`src/rtl/noc_pkg.sv`:
```
// Shared mesh-router definitions: output-port codes, destination field width,
// and the switch-allocator state encoding.
package noc_pkg;

    localparam int unsigned LOCAL = 0;
    localparam int unsigned WEST  = 1;
    localparam int unsigned NORTH = 2;
    localparam int unsigned EAST  = 3;
    localparam int unsigned SOUTH = 4;

    localparam int unsigned DPORT_W = 3;

    typedef enum logic {
        IDLE,
        LOCKED
    } arb_state_t;

endpackage

```
`src/rtl/rr_pick.sv`:
```
// Combinational masked priority picker: lowest set index (fixed mode) or
// first set index after `last` modulo N (round-robin mode).
module rr_pick #(
    parameter int unsigned N       = 5,
    parameter int unsigned RR_MODE = 1,
    localparam int unsigned IW     = (N > 1) ? $clog2(N) : 1
) (
    input  logic [N-1:0]  cand,
    input  logic [IW-1:0] last,
    output logic [IW-1:0] winner,
    output logic          any
);

    always_comb begin
        logic        found;
        int unsigned idx;
        winner = '0;
        found  = 1'b0;
        idx    = 0;
        any    = |cand;
        for (int unsigned k = 0; k < N; k++) begin
            idx = (RR_MODE != 0) ? ((32'(last) + 1 + k) % N) : k;
            if (!found && cand[IW'(idx)]) begin
                winner = IW'(idx);
                found  = 1'b1;
            end
        end
    end

endmodule

```
`src/rtl/out_port_rr_arbiter.sv`:
```
// Per-output-port wormhole switch allocator: locks a grant for a whole packet
// and re-arbitrates in the release cycle so grants run back-to-back.
module out_port_rr_arbiter #(
    parameter int unsigned NUM_PORTS    = 5,
    parameter int unsigned PORT_ADDRESS = noc_pkg::LOCAL,
    parameter int unsigned DPORT_W      = noc_pkg::DPORT_W,
    parameter int unsigned RR_MODE      = 1,
    parameter int unsigned MAX_HOLD     = 0,
    localparam int unsigned IW          = (NUM_PORTS > 1) ? $clog2(NUM_PORTS) : 1
) (
    input  logic                 clk,
    input  logic                 rst,
    input  logic [NUM_PORTS-1:0] buffer_req,
    input  logic [DPORT_W-1:0]   buffer_dport [NUM_PORTS],
    input  logic [NUM_PORTS-1:0] buffer_tail,
    input  logic                 out_ready,
    output logic [NUM_PORTS-1:0] buffer_grant,
    output logic                 grant_valid,
    output logic [IW-1:0]        grant_idx
);

    import noc_pkg::*;

    localparam int unsigned HW = (MAX_HOLD > 1) ? $clog2(MAX_HOLD) : 1;
    localparam logic [HW-1:0] HOLD_LAST = (MAX_HOLD == 0) ? '0 : HW'(MAX_HOLD - 1);

    arb_state_t           state;
    logic [HW-1:0]        hold;
    logic [IW-1:0]        last;
    logic [NUM_PORTS-1:0] cand;
    logic                 xfer;
    logic                 hold_expire;
    logic                 release_now;
    logic [IW-1:0]        winner;
    logic                 pick_any;

    always_comb begin
        cand = '0;
        for (int unsigned i = 0; i < NUM_PORTS; i++) begin
            cand[i] = buffer_req[i] && (buffer_dport[i] == DPORT_W'(PORT_ADDRESS));
        end
        xfer        = grant_valid && buffer_req[grant_idx] && out_ready;
        hold_expire = (MAX_HOLD != 0) && (hold == HOLD_LAST) && ((cand & ~buffer_grant) != '0);
        release_now = !cand[grant_idx] || (xfer && buffer_tail[grant_idx]) || hold_expire;
    end

    // `last` still names the current owner at release, so it gets lowest RR priority.
    rr_pick #(
        .N       (NUM_PORTS),
        .RR_MODE (RR_MODE)
    ) u_pick (
        .cand   (cand),
        .last   (last),
        .winner (winner),
        .any    (pick_any)
    );

    always_ff @(posedge clk) begin
        if (rst) begin
            state        <= IDLE;
            buffer_grant <= '0;
            grant_valid  <= 1'b0;
            grant_idx    <= '0;
            hold         <= '0;
            last         <= IW'(NUM_PORTS - 1);
        end else begin
            unique case (state)
                IDLE: begin
                    if (pick_any) begin
                        state        <= LOCKED;
                        buffer_grant <= NUM_PORTS'(1) << winner;
                        grant_valid  <= 1'b1;
                        grant_idx    <= winner;
                        last         <= winner;
                        hold         <= '0;
                    end
                end
                LOCKED: begin
                    if (release_now) begin
                        hold <= '0;
                        if (pick_any) begin
                            buffer_grant <= NUM_PORTS'(1) << winner;
                            grant_valid  <= 1'b1;
                            grant_idx    <= winner;
                            last         <= winner;
                        end else begin
                            state        <= IDLE;
                            buffer_grant <= '0;
                            grant_valid  <= 1'b0;
                            grant_idx    <= '0;
                        end
                    end else if (MAX_HOLD != 0 && hold != HOLD_LAST) begin
                        hold <= hold + 1'b1;
                    end
                end
                default: state <= IDLE;
            endcase
        end
    end

endmodule

```
`config.mk`:
```
export PLATFORM = sky130hd
export DESIGN_NAME = out_port_rr_arbiter
export DESIGN_NICKNAME = d
export VERILOG_FILES = /design/src/rtl/noc_pkg.sv /design/src/rtl/rr_pick.sv /design/src/rtl/out_port_rr_arbiter.sv
export SDC_FILE = /design/constraint.sdc
export NUM_CORES = 1
export LEC_CHECK = 0
export ABC_AREA = 1
export BUFFER_PORTS_ARGS = -buffer_cell sky130_fd_sc_hd__buf_2
export CAP_MARGIN = 20
export CORE_ASPECT_RATIO = 1.1
export CORE_MARGIN = 2
export CORE_UTILIZATION = 60
export CTS_BUF_LIST = sky130_fd_sc_hd__clkbuf_16
export DETAILED_ROUTE_END_ITERATION = 6
export PLACE_DENSITY_LB_ADDON = 0.1
export REMOVE_ABC_BUFFERS = 1
export SLEW_MARGIN = 5
export SYNTH_ARGS = -nofsm -noshare
export SYNTH_HDL_FRONTEND = slang
export SYNTH_SLANG_ARGS = --single-unit
```
`constraint.sdc`:
```
create_clock -name clk -period 6.55 [get_ports clk]
set_clock_uncertainty 0.15 [all_clocks]
set_input_delay 1.31 -clock clk [delete_from_list [all_inputs] [get_ports clk]]
set_output_delay 1.31 -clock clk [all_outputs]
set_load 0.02 [all_outputs]
```
==> After elaboration in Yosys (flattened, before gate mapping) <==
Cells that the tools add are included.
{ "word_totals": {"ff_bits": 13, "inputBits": 28, "output_inout_bits": 9} }
{ "op_classes": {"add_sub_neg": 5, "n_div": 5, "n_lt_le_gt_ge": 6, "eq_ne": 2, "shift": 1, "muxes": 42, "bitwise_logic": 1, "reduce_logical": 25} }
{ "op_table": {"columns": ["operator", "count"], "rows": [
  ["modulo 32 x 3 -> 32 bit (second input constant)", 5],
  ["adder 32 x 2 -> 32 bit (second input constant)", 2],
  ["adder 32 x 1 -> 32 bit (second input constant)", 1],
  ["adder 32 x 3 -> 32 bit (second input constant)", 1],
  ["two-way mux 3 bit", 10],
  ["binary-select mux 1 bit (select 3 bit)", 8],
  ["less-than comparator 3 x 4 -> 1 bit (second input constant)", 6],
  ["two-way mux 1 bit", 16],
  ["zero test 3 bit", 5],
  ["two-way mux 5 bit", 3],
  ["logical AND 1 bit", 12],
  ["one-hot mux 3 bit (2 select lines)", 2],
  ["one-hot mux 5 bit (2 select lines)", 1],
  ["zero test 1 bit", 5],
  ["OR reduction 5 bit", 1],
  ["left shift 1 x 3 -> 5 bit (first input constant)", 1],
  ["adder 3 x 1 -> 4 bit (second input constant)", 1],
  ["one-hot mux 1 bit (2 select lines)", 2],
  ["inequality test 2 x 1 -> 1 bit (second input constant)", 1],
  ["inequality test 2 bit (second input constant)", 1],
  ["AND reduction 2 bit", 1],
  ["logical OR 1 bit", 1],
  ["inverter 1 bit", 1]
]} }

==> Logic depth before layout (Yosys ltp) <==
{ "depth": {"word_depth": 21, "ltp_mapped": 38} }

==> By module <==
A second synthesis with hierarchy kept.
{ "hier_totals": {"hier_cells": 560, "area_unflattened_um2": 3226.8} }
{ "by_module_without_submodules": {"columns": ["module", "instances", "cells_per_inst", "area_each_um2"], "rows": [
  ["rr_pick", 1, 443, 2491.1],
  ["out_port_rr_arbiter", 1, 117, 735.7]
]} }

==> Worst setup path after synthesis <==
No wires, ideal clock.
{ "synth_timing": {"path_kind": "register to register", "start": "register last[0]", "end": "register buffer_grant[0]", "setup_ns": 0.131, "arrival_ns": 4.485, "required_ns": 6.269, "path_slack_ns": 1.784, "stages_incl_launch_ff": 35, "path_buffers": 2, "path_cell_list": "dfxtp_1 > buf_2 > inv_2 > ha_1 > clkbuf_1 > inv_1 > ha_1 > nand2_1 > nand2_1 > nand2_1 > nand2_1 > nand3_1 > nand2_1 > inv_1 > ha_1 > o211ai_1 > nand2_1 > nor2_2 > nand2_2 > xor2_1 > ha_1 > inv_1 > nor2_1 > nor2_4 > nor2_4 > nand3_1 > nand2_2 > nand3_2 > or2_1 > nand2_2 > nand3_2 > nand3_2 > nor2_1 > nand2_1 > a21oi_2"} }
{ "synth_between": {"elab_chain_cells": 21, "word_cells_on_any_way": 42} }
{ "synth_lines": {"columns": ["element", "line_no", "text"], "rows": [
  ["from (decl)", "out_port_rr_arbiter.sv:29", "logic [IW-1:0] last;"],
  ["from (signal assigned)", "out_port_rr_arbiter.sv:65", "last <= IW'(NUM_PORTS - 1);"],
  ["from (signal assigned)", "out_port_rr_arbiter.sv:74", "last <= winner;"],
  ["from (signal assigned)", "out_port_rr_arbiter.sv:85", "last <= winner;"],
  ["adder 3 x 1 -> 4 bit *", "rr_pick.sv:22", "idx = (RR_MODE != 0) ? ((32'(last) + 1 + k) % N) : k;"],
  ["parallel branches: the longest is 15 deep, another holds adder 32 x 1 -> 32 bit", null, null],
  ["two-way mux 3 bit *", "rr_pick.sv:23", "if (!found && cand[IW'(idx)]) begin"],
  ["left shift 1 x 3 -> 5 bit *", "out_port_rr_arbiter.sv:71, out_port_rr_arbiter.sv:82", null],
  ["two-way mux 5 bit", "out_port_rr_arbiter.sv:81", "if (pick_any) begin"],
  ["two-way mux 5 bit", "out_port_rr_arbiter.sv:79", "if (release_now) begin"],
  ["one-hot mux 5 bit (2 select lines) *", "out_port_rr_arbiter.sv:67", "unique case (state)"],
  ["to (signal assigned)", "out_port_rr_arbiter.sv:71", "buffer_grant <= NUM_PORTS'(1) << winner;"],
  ["to (signal assigned)", "out_port_rr_arbiter.sv:82", "buffer_grant <= NUM_PORTS'(1) << winner;"],
  ["to (decl)", "out_port_rr_arbiter.sv:17", "output logic [NUM_PORTS-1:0] buffer_grant,"]
]} }
Mark *: on every way between the ends. The select of a mux whose other input is x is not followed.
A chain may end at the register's enable or synchronous reset.

==> Worst setup path after layout <==
Same ends and word-level chain as after synthesis.

==> impl_summary.log <==
[metrics] status: complete, no violations
[metrics] Synthesis Warnings: 0
[metrics] path type of the worst min-delay path: reg -> reg
[metrics] clock transition at the registers of the reported paths: 0.04 ns
[metrics] max cap viols: 0
[metrics] post-synth top area share: 0.182
[metrics] maximum fanout count along the critical path: 20
[metrics] most common flop cell mapped by yosys: sky130_fd_sc_hd__dfxtp_1
[metrics] Avg Vias per Cell: 5.60
[metrics] Die Height: roughly 80 um
[metrics] via count: 3346
[metrics] Hold Fails Final Rpt: 0
[metrics] pins over their slew limit: 0
[metrics] TritonCTS Sinks: 13
[metrics] post-route DRC violation count: 0
[metrics] Nets: 608
[metrics] highest metal layer used by the detailed router: met4
[metrics] Initial Util: 0.631
[metrics] category of the worst setup path launch point: flip-flop
[metrics] placeable core region: 0.00472 sq mm
[metrics] antenna violations before repair: 0
[metrics] Top Ports: 37
[metrics] final worst path period need: 5.50 ns
[metrics] Compound-Gate Fraction of Synth Area: 0.107
[metrics] average wire per cell in the routed design: 12.5 um
[metrics] Finished Layout Cells: 598
[metrics] number of instances in the synthesized netlist: 508
[metrics] biggest area consumer among synthesized cells: sky130_fd_sc_hd__nand2_1
[metrics] row count: 26
[metrics] fraction of registers with async set or reset after synthesis: 0
[metrics] R2R cell count: 33
[metrics] met1 wire length: 3360 um
[metrics] number of hold buffers added after cts: 0
[metrics] slowest stage cell on the critical path: sky130_fd_sc_hd__ha_1
[metrics] endpoint class of the critical path: flip-flop
[metrics] Sequential cell area: 260 sq um
[metrics] Resized cells post-CTS: 0
[metrics] root buf cell: sky130_fd_sc_hd__clkbuf_16
[metrics] total instance count after detailed placement: 594
[metrics] Avg Cell Area, Syn: 5.86 sq um
[metrics] relative area change from synthesis to final layout: 10.3%
[metrics] most numerous cell on the critical path: sky130_fd_sc_hd__nand2_1
[metrics] CTS buffer count: 3
[metrics] later-pin clock latency in the skew report: about 0.24 ns
[metrics] total global routing overflow: 0
[metrics] count of endpoints failing setup in the final report: 0
[metrics] number of DRC markers after the initial detailed-route iteration: ~270
[metrics] worst relative slew slack: 0.461
[metrics] number of buffer cells added on primary ports: 36
[metrics] fill cell instance count of the final layout: 430
[metrics] count of flip-flops with a built-in enable after synthesis: 0
[metrics] number of H-tree levels: 1
[metrics] worst hold path cell count: 2
[metrics] post-synthesis share of cell area spent on xor and xnor gates: 0.0315
[metrics] total half-perimeter wirelength after legalization and detailed placement: ~6100 um
[metrics] Diodes inserted: 0
[metrics] cell types occupying the most area after synthesis: sky130_fd_sc_hd__nand2_1 (18%), sky130_fd_sc_hd__ha_1 (16%), sky130_fd_sc_hd__nand3_1 (11%)
[metrics] share of the clock period used by the worst path after layout: 0.839
[metrics] Detailed Route WL: around 7500 um
[metrics] WL met3: 434 um
[metrics] area share of fa/ha/maj cells after synthesis: 0.156
[metrics] Data required, critical path: 6.58 ns
[metrics] count of cell types in the netlist: 38
[metrics] Final Wtd Congestion: between 0.9 and 1
[metrics] pin count of the biggest net entering global routing: 21
[metrics] Detailed Routing Iterations Pass 1: 6
[metrics] maximum buffer depth of the clock tree: 2
[metrics] horizontal die dimension: 71.2 um
[metrics] met2 WL: 3500 um
[metrics] post-route ant nets: 0
[metrics] number of global-route vias before repair: just over 3000
[metrics] first-pass GRT wire length: 13000 um
[metrics] largest stage delay on the critical path: 0.51 ns
[metrics] multi-input gate area in the final layout: about 0.0024 sq mm
[metrics] aggregate negative setup slack: 0 ns
[metrics] internal reg-to-reg setup slack: 1.05 ns
[metrics] share of synthesized cell area in and, or, nand and nor gates: 0.504
[metrics] Seq/Total Area, Yosys: 0.0874
[metrics] final core area utilization: 0.696
[metrics] Max Fclk: 0.182 GHz
[metrics] share of cell area taken by muxes after synthesis: 0
[metrics] final setup margin: 1.05 ns
[metrics] Die Outline Area: 0.00554 sq mm
[metrics] fraction of layout cells with a size suffix above 1: 0.183
[metrics] post-placement worst setup slack: 1.17 ns
[metrics] type of the worst setup path: reg -> reg
[metrics] Crit path arrival time: 5.53 ns
[metrics] post-synth design cell area: about 0.0030 sq mm
[metrics] setup repair after global routing missed its margin: false
[metrics] Seq cells post-synth: 13
[metrics] Worst-Margin Slew: 0.802 ns
[metrics] CTS tree: built
[metrics] global router's overall resource usage: 0.275
[metrics] Setup Buffers After CTS: 0
[metrics] combinational family with the most area after synthesis: simple AND/OR/NAND/NOR gates
==> state kept, by name, summed over array words and instances (netlist names) <==
signal	flops
state	1
grant_valid	1
last	3
grant_idx	3
buffer_grant	5
==> synthesized netlist by cell type, types with 2 or more instances <==
master                       n
sky130_fd_sc_hd__nand2_1   144
sky130_fd_sc_hd__inv_1      77
sky130_fd_sc_hd__nand3_1    68
sky130_fd_sc_hd__ha_1       37
sky130_fd_sc_hd__nand2_2    23
sky130_fd_sc_hd__nor2_1     20
sky130_fd_sc_hd__a21oi_1    18
sky130_fd_sc_hd__o21ai_0    14
sky130_fd_sc_hd__dfxtp_1    13
sky130_fd_sc_hd__nand3_2    11
sky130_fd_sc_hd__nand4_1    11
sky130_fd_sc_hd__nor4_1      7
sky130_fd_sc_hd__inv_2       6
sky130_fd_sc_hd__o211ai_1    6
sky130_fd_sc_hd__xor2_1      6
sky130_fd_sc_hd__nor2_2      5
sky130_fd_sc_hd__clkbuf_1    4
sky130_fd_sc_hd__o21ai_1     4
sky130_fd_sc_hd__or2_2       4
sky130_fd_sc_hd__buf_2       3
sky130_fd_sc_hd__nand3b_1    3
sky130_fd_sc_hd__nor3_1      3
sky130_fd_sc_hd__o21bai_1    3
sky130_fd_sc_hd__a21oi_2     2
sky130_fd_sc_hd__a31oi_1     2
sky130_fd_sc_hd__nor2_4      2
==> final timing paths <==
| check | end | startpoint |
|---|---|---|
| worst max-delay path | buffer_grant[0]$_SDFFE_PP0P_ | last[0]$_SDFFE_PP0P_ |
| worst min-delay path | buffer_grant[1]$_SDFFE_PP0P_ | buffer_grant[1]$_SDFFE_PP0P_ |
| worst max register to register | buffer_grant[0]$_SDFFE_PP0P_ | last[0]$_SDFFE_PP0P_ |
| worst min register to register | buffer_grant[1]$_SDFFE_PP0P_ | buffer_grant[1]$_SDFFE_PP0P_ |
==> critical path: cells and delay by family, from the launching register on <==
family	cells	cell delay, ns
and+or+nand+nor	19	2.01
adders and majority gates	4	1.17
buffers and inverters	6	1.08
AOI/OAI and AO/OA	3	0.45
DFF	1	0.30
xor gates and xnor gates	1	0.25
==> cell usage in the layout, fill, tap and decap left out, types with 2 or more instances in the layout <==
cell type                   synthesis  final
sky130_fd_sc_hd__nand3_1           68     68
sky130_fd_sc_hd__nand3_2           11     11
sky130_fd_sc_hd__inv_1             77     78
sky130_fd_sc_hd__inv_2              6      6
sky130_fd_sc_hd__o21ai_1            4      4
sky130_fd_sc_hd__nor2_2             5      5
sky130_fd_sc_hd__a21oi_1           18     18
sky130_fd_sc_hd__nand2_2           23     23
sky130_fd_sc_hd__buf_2              3     36
sky130_fd_sc_hd__nor2_4             2      2
sky130_fd_sc_hd__xor2_1             6      6
sky130_fd_sc_hd__o21ai_0           14     14
sky130_fd_sc_hd__nand4_1           11     11
sky130_fd_sc_hd__nand2_1          144    144
sky130_fd_sc_hd__a31oi_1            2      2
sky130_fd_sc_hd__nor3_1             3      3
sky130_fd_sc_hd__o21bai_1           3      3
sky130_fd_sc_hd__or2_2              4      4
sky130_fd_sc_hd__clkbuf_16          0      3
sky130_fd_sc_hd__a21oi_2            2      2
sky130_fd_sc_hd__dfxtp_1           13     13
sky130_fd_sc_hd__nor2_1            20     20
sky130_fd_sc_hd__nor4_1             7      7
sky130_fd_sc_hd__nand3b_1           3      3
sky130_fd_sc_hd__o211ai_1           6      6
sky130_fd_sc_hd__ha_1              37     37
==> through the flow <==
stage / area (sq um) / hold WS (ns)
2_1_floorplan: 2950 / 0.370
3_3_place_gp: 3200 / 0.303
3_5_place_dp: 3200 / 0.308
4_1_cts: 3280 / 0.315
5_1_grt: 3280 / 0.335
6_report: 3280 / 0.317
==> logic make-up (layout without fill, tap and decap cells) <==
| kind of cell | after synthesis | in the layout |
|---|---|---|
| flip-flops | 13 | 13 |
| AND/OR/NAND/NOR | 306 | 306 |
| adder cells (fa/ha/maj) | 37 | 37 |
| buffers and inverters | 90 | 124 |
| AO/OA/AOI/OAI | 53 | 53 |
| XOR/XNOR | 9 | 9 |
==> cell type report <==
class / count / share of cell area
Sequential cell: 13 / 0.0793
Clock buffer: 3 / 0.0229
Multi-Input combinational cell: 405 / 0.723
Tap cell: 56 / 0.0213
Clock inverter: 1 / 0.00114
Timing Repair Buffer: 37 / 0.0572
Inverter: 83 / 0.0949
==> layer usage <==
layer  vias to the layer above  track usage
met2                       103        0.448
met4                         0       0.0925
li1                       1723            -
met1                      1500        0.369
met5                         -            0
met3                        20       0.0364
Power is left out: the tool's default activity adds up to more than one toggle a clock period on the data nets, which glitch-free logic cannot reach.
